===== src/rtl/flappy_pkg.sv =====
// Shared types and constants for the Flappy Bird referee.
package flappy_pkg;

  localparam int unsigned ROWS      = 8;
  localparam int unsigned SCORE_MAX = 99;

  typedef enum logic [1:0] {IDLE, PLAY, OVER} game_state_t;

  // Packs a small decimal value (0..99) as two BCD digits {tens, ones}.
  function automatic logic [7:0] to_bcd(input int unsigned value);
    logic [3:0] tens;
    logic [3:0] ones;
    tens = 4'(value / 10);
    ones = 4'(value % 10);
    return {tens, ones};
  endfunction

endpackage


===== src/rtl/flappy_referee_if.sv =====
// Signal bundle between the bird column / pipe source and the referee.
interface flappy_referee_if;
  import flappy_pkg::*;

  logic            press;
  logic [ROWS-1:0] bird_col;
  logic [ROWS-1:0] pipe_col;
  logic            active;
  logic            gameover;
  logic [3:0]      score_tens;
  logic [3:0]      score_ones;
  logic            score_pulse;

  // Column side: supplies player/column state, consumes game control.
  modport master (
    output press, bird_col, pipe_col,
    input  active, gameover, score_tens, score_ones, score_pulse
  );

  // Referee side.
  modport slave (
    input  press, bird_col, pipe_col,
    output active, gameover, score_tens, score_ones, score_pulse
  );

endinterface


===== src/rtl/bcd_counter2.sv =====
// Two-digit BCD up-counter that saturates at SCORE_MAX; clear wins over inc.
module bcd_counter2
  import flappy_pkg::*;
(
  input  logic       clk,
  input  logic       reset,
  input  logic       clear,
  input  logic       inc,
  output logic [3:0] tens,
  output logic [3:0] ones
);

  localparam logic [7:0] ScoreMaxBcd = to_bcd(SCORE_MAX);

  logic [3:0] tens_q, tens_d;
  logic [3:0] ones_q, ones_d;

  // Next-state: clear, else saturating BCD increment with ones->tens carry.
  always_comb begin
    tens_d = tens_q;
    ones_d = ones_q;
    if (clear) begin
      tens_d = 4'd0;
      ones_d = 4'd0;
    end else if (inc && ({tens_q, ones_q} != ScoreMaxBcd)) begin
      if (ones_q == 4'd9) begin
        ones_d = 4'd0;
        tens_d = tens_q + 4'd1;
      end else begin
        ones_d = ones_q + 4'd1;
      end
    end
  end

  // Score registers.
  always_ff @(posedge clk) begin
    if (reset) begin
      tens_q <= 4'd0;
      ones_q <= 4'd0;
    end else begin
      tens_q <= tens_d;
      ones_q <= ones_d;
    end
  end

  assign tens = tens_q;
  assign ones = ones_q;

endmodule


===== src/rtl/flappy_referee.sv =====
// Game referee: run/stop FSM, collision and pipe-clear detection, BCD score.
module flappy_referee
  import flappy_pkg::*;
(
  input logic              clk,
  input logic              reset,
  flappy_referee_if.slave  bus
);

  game_state_t     state_q, state_d;
  logic            press_q;
  logic [ROWS-1:0] pipe_q;
  logic            armed_q, armed_d;
  logic            score_pulse_q;

  logic press_rise;
  logic pipe_exit;
  logic hit;
  logic score_clear;
  logic score_inc;

  assign press_rise = bus.press & ~press_q;
  assign pipe_exit  = (|pipe_q) & ~(|bus.pipe_col);
  // An empty bird column means the bird has dropped out of the bottom.
  assign hit        = (|(bus.bird_col & bus.pipe_col)) | (bus.bird_col == '0);

  // Next-state and score control; hit beats pipe_exit in the same cycle.
  always_comb begin
    state_d     = state_q;
    score_clear = 1'b0;
    score_inc   = 1'b0;
    case (state_q)
      IDLE: begin
        if (press_rise) begin
          state_d     = PLAY;
          score_clear = 1'b1;
        end
      end
      PLAY: begin
        if (armed_q && hit) begin
          state_d = OVER;
        end else if (pipe_exit) begin
          score_inc = 1'b1;
        end
      end
      OVER: begin
        if (press_rise) state_d = IDLE;
      end
      default: state_d = IDLE;
    endcase
    // Bird cells are still leaving reset during the first PLAY cycle.
    armed_d = (state_q == PLAY) && (state_d == PLAY);
  end

  // State, history and pulse registers.
  always_ff @(posedge clk) begin
    if (reset) begin
      state_q       <= IDLE;
      press_q       <= 1'b0;
      pipe_q        <= '0;
      armed_q       <= 1'b0;
      score_pulse_q <= 1'b0;
    end else begin
      state_q       <= state_d;
      press_q       <= bus.press;
      pipe_q        <= bus.pipe_col;
      armed_q       <= armed_d;
      score_pulse_q <= score_inc;
    end
  end

  bcd_counter2 u_score (
    .clk   (clk),
    .reset (reset),
    .clear (score_clear),
    .inc   (score_inc),
    .tens  (bus.score_tens),
    .ones  (bus.score_ones)
  );

  assign bus.active      = (state_q != IDLE);
  assign bus.gameover    = (state_q == OVER);
  assign bus.score_pulse = score_pulse_q;

endmodule


===== src/flat_wrapper.sv =====
// flat-port wrapper written by rule: the top's interface ports become plain ports
module flappy_referee_flat import flappy_pkg::*;
  (clk, reset, bus_press, bus_bird_col, bus_pipe_col, bus_active, bus_gameover, bus_score_tens, bus_score_ones, bus_score_pulse);
  flappy_referee_if bus_i ();
  input logic clk;
  input logic reset;
  input wire logic [$bits(bus_i.press)-1:0] bus_press;
  input wire logic [$bits(bus_i.bird_col)-1:0] bus_bird_col;
  input wire logic [$bits(bus_i.pipe_col)-1:0] bus_pipe_col;
  output wire logic [$bits(bus_i.active)-1:0] bus_active;
  output wire logic [$bits(bus_i.gameover)-1:0] bus_gameover;
  output wire logic [$bits(bus_i.score_tens)-1:0] bus_score_tens;
  output wire logic [$bits(bus_i.score_ones)-1:0] bus_score_ones;
  output wire logic [$bits(bus_i.score_pulse)-1:0] bus_score_pulse;
  assign bus_i.press = bus_press;
  assign bus_i.bird_col = bus_bird_col;
  assign bus_i.pipe_col = bus_pipe_col;
  assign bus_active = bus_i.active;
  assign bus_gameover = bus_i.gameover;
  assign bus_score_tens = bus_i.score_tens;
  assign bus_score_ones = bus_i.score_ones;
  assign bus_score_pulse = bus_i.score_pulse;
  flappy_referee u_core (.clk(clk), .reset(reset), .bus(bus_i));
endmodule

===== config.mk =====
export PLATFORM = sky130hd
export DESIGN_NAME = flappy_referee_flat
export DESIGN_NICKNAME = d
export VERILOG_FILES = /design/src/rtl/flappy_pkg.sv /design/src/rtl/flappy_referee_if.sv /design/src/rtl/bcd_counter2.sv /design/src/rtl/flappy_referee.sv /design/src/flat_wrapper.sv
export SDC_FILE = /design/constraint.sdc
export NUM_CORES = 1
export LEC_CHECK = 0
export CAP_MARGIN = 10
export CORE_MARGIN = 2
export CORE_UTILIZATION = 44
export CTS_CLUSTER_DIAMETER = 30
export DETAILED_ROUTE_END_ITERATION = 10
export GPL_ROUTABILITY_DRIVEN = 0
export PLACE_DENSITY_LB_ADDON = 0.25
export SYNTH_ARGS = -nofsm -noshare
export SYNTH_HDL_FRONTEND = slang
export SYNTH_SLANG_ARGS = --single-unit

===== constraint.sdc =====
create_clock -name clk -period 2.9 [get_ports clk]
set_clock_uncertainty 0.15 [all_clocks]
set_input_delay 0.58 -clock clk [delete_from_list [all_inputs] [get_ports clk]]
set_output_delay 0.58 -clock clk [all_outputs]
set_load 0.005 [all_outputs]

==> metrics.yaml <==
maxCapViolCount: 0
hold_buffers: 0
remaining_drc_errors: 0
grt_first_pass_wirelength_mm: 3.726
dpl_worst_slack_ns: 0.07111
fin_crit_ns: 2.528
areaGrowthSynthToFinish_pct: 38.56
grt_start_max_net_pins: 15
arrival_ns: 2.63
r2r_start: "u_core.u_score.ones[3]$_SDFFE_PP0P_"
cp_max_fo: 9
critPathKind: "in2reg"
antenna_found_initial: 0
yosys_most_used_dff: "dfxtp_1"
antenna_cells: 0
antenna_left: 0
row_count: 16
rsz0062_at_grt: "false"
fillCellCount: 166
detailed_place.area_um2: 1276
path_cells: "clkdlybuf4s50_1, or4_4, a211oi_4, buf_4, nand3_1, or3_1, a21oi_1"
nNetsFinal: 159
p_leak_nw: 0.4434
syn_nets: 125
overflow: 0
grt_usage: 0.1888
syn_inst: 104
cp_num_buf_inv: 2
slew_headroom: 0.5604
core_area_um2: 1982
multi_input_area_um2: 484.2
layout_setup_ws_ns: 0.3723
worst_pin_slew_ns: 0.6534
synth.most_common_cell: "dfxtp_1"
drtIter0Drc: 12
dp_hpwl_mm: 1.700
slowest_delay_ns: 0.56
grt_pass1_vias: 884
crit_family: "simple AND/OR/NAND/NOR gates"
synth_largest_area_cell: "dfxtp_1"
finalHoldViolCount: 0
die_area_um2: 2524
synth_edf_count: 0
fin_util: 0.6578
period_share: 0.8716
cp-start-kind: "input pin"
finalSetupViolCount: 0
die_x_um: 50.24
syn_avg_cell_area_um2: 9.047
clkTransAtPathRegs_ns: 0.12
drt-vias-per-instance: 5.372
synth_top_area_share: 0.4468
drv_slew: 0
fmax_mhz: 395.6
final_area_um2: 1304
yosys-top-cells-count: "21 x dfxtp_1, 10 x a21oi_1, 10 x nor2b_1"
drtPass1Iterations: 4
clkLatencyLatePin_ns: 0.30
critPathSlowestCell: "or4_4"
ys_seq_area_frac: 0.4468
synthesis.area_um2: 940.9
routedWlPerCell_um: 13.34
worstHoldStart: "u_core.u_score.tens[3]$_SDFFE_PP0P_"
tritoncts: "done"
route.vias.total: 881
totalWireLength_mm: 2.188
ctsRootBufferMaster: "clkbuf_4"
ios: 30
ys_types: 35
cts_setup_buffers: 0
register_area_um2: 420.4
cts_resized: 0
drive_above_1_share: 0.09489
synth.ff_latch_count: 21
yosys_warnings: 0
ir_worst_vdd_mv: 0.2145
synth_area_leaders: "dfxtp_1 45%, nor2b_1 6.6%, a21oi_1 5.3%"
start_util: 0.4747
port_buffers: 29
die_h_um: 50.24
status: "finished, final reports clean"
clock-sinks: 21
hp-class: "reg2reg"
startpoint: "bus_pipe_col[0]"
power.density_nw_per_um2: 400.5
setup-tns-final_ns: 0
cts_max_path_buffers: 2
numCtsBuffers: 3
cp-end-kind: "flip-flop"
htreeDepth: 1
required_ns: 3.00
synthArstFlopShare: 0
registers in the layout (all words and copies together) (netlist names):
signal,flops
u_core.armed_q,1
u_core.bus.score_pulse,1
u_core.pipe_q,8
u_core.press_q,1
u_core.state_q,2
u_core.u_score.ones,4
u_core.u_score.tens,4
kinds of logic (layout without fill, tap and decap cells):
logic type / Yosys count / in the layout / share of synthesized area
AOI/OAI and AO/OA: 28 / 28 / 0.2101
DFF: 21 / 21 / 0.4468
buffers and inverters: 9 / 42 / 0.03857
and+or+nand+nor: 44 / 44 / 0.2779
adders and majority gates: 2 / 2 / 0.02659
placed cells by master, fill, tap and decap left out, types with 3 or more instances in the layout:
master,instances
clkbuf_4,3
nor2b_1,10
nand2_1,5
clkdlybuf4s50_1,29
a21oi_1,10
dfxtp_1,21
o21ai_0,4
inv_1,5
buf_4,3
nor4_1,4
nor2_1,7
report_power, final:
group          internal, mW  switching, mW
clock                0.0515         0.0885
sequential            0.298        0.00336
combinational        0.0435         0.0375
total                 0.393          0.129
path summary, 6_finish.rpt:
check | to | slack (ns) | cells after the start
worst max-delay path | u_core.u_score.tens[2]$_SDFFE_PP0P_ | 0.37 | 7
worst min-delay path | u_core.u_score.tens[3]$_SDFFE_PP0P_ | 0.37 | 2
worst max register to register | u_core.u_score.tens[2]$_SDFFE_PP0P_ | 0.83 | 5
worst min register to register | u_core.u_score.tens[3]$_SDFFE_PP0P_ | 0.37 | 2
metal layers:
layer | global-route usage | up-vias | routed length (µm)
met1 | 0.2491 | 411 | 1030
met2 | 0.2982 | 21 | 1079
li1 | - | 447 | -
met5 | 0 | - | 0
met4 | 0.07407 | 0 | 10
met3 | 0.04167 | 2 | 68
stage by stage:
step           hold slack [ns]  std cells  total power [mW]
2_1_floorplan           0.3321        104            0.3436
3_3_place_gp            0.3412        160            0.3868
3_5_place_dp            0.3496        160            0.3885
4_1_cts                 0.3658        164            0.5282
5_1_grt                 0.4179        164            0.5484
6_report                0.3688        164            0.5222
area by class of cell:
| cell class | count | area share |
|---|---|---|
| timing repair buffer | 32 | 0.2399 |
| clock inverter | 1 | 0.003839 |
| sequential | 21 | 0.3225 |
| multi-input combinational | 74 | 0.3714 |
| clock buffer | 3 | 0.01727 |
| tap | 27 | 0.02591 |
| inverter | 6 | 0.01919 |
worst register-to-register path, cell delays in order, from the launching register on:
cell	delay, ns
dfxtp_1	0.42
nor4bb_1	0.48
nor2b_1	0.37
nand3_1	0.15
or3_1	0.32
a21oi_1	0.14
(Power assumes the default switching activity.)
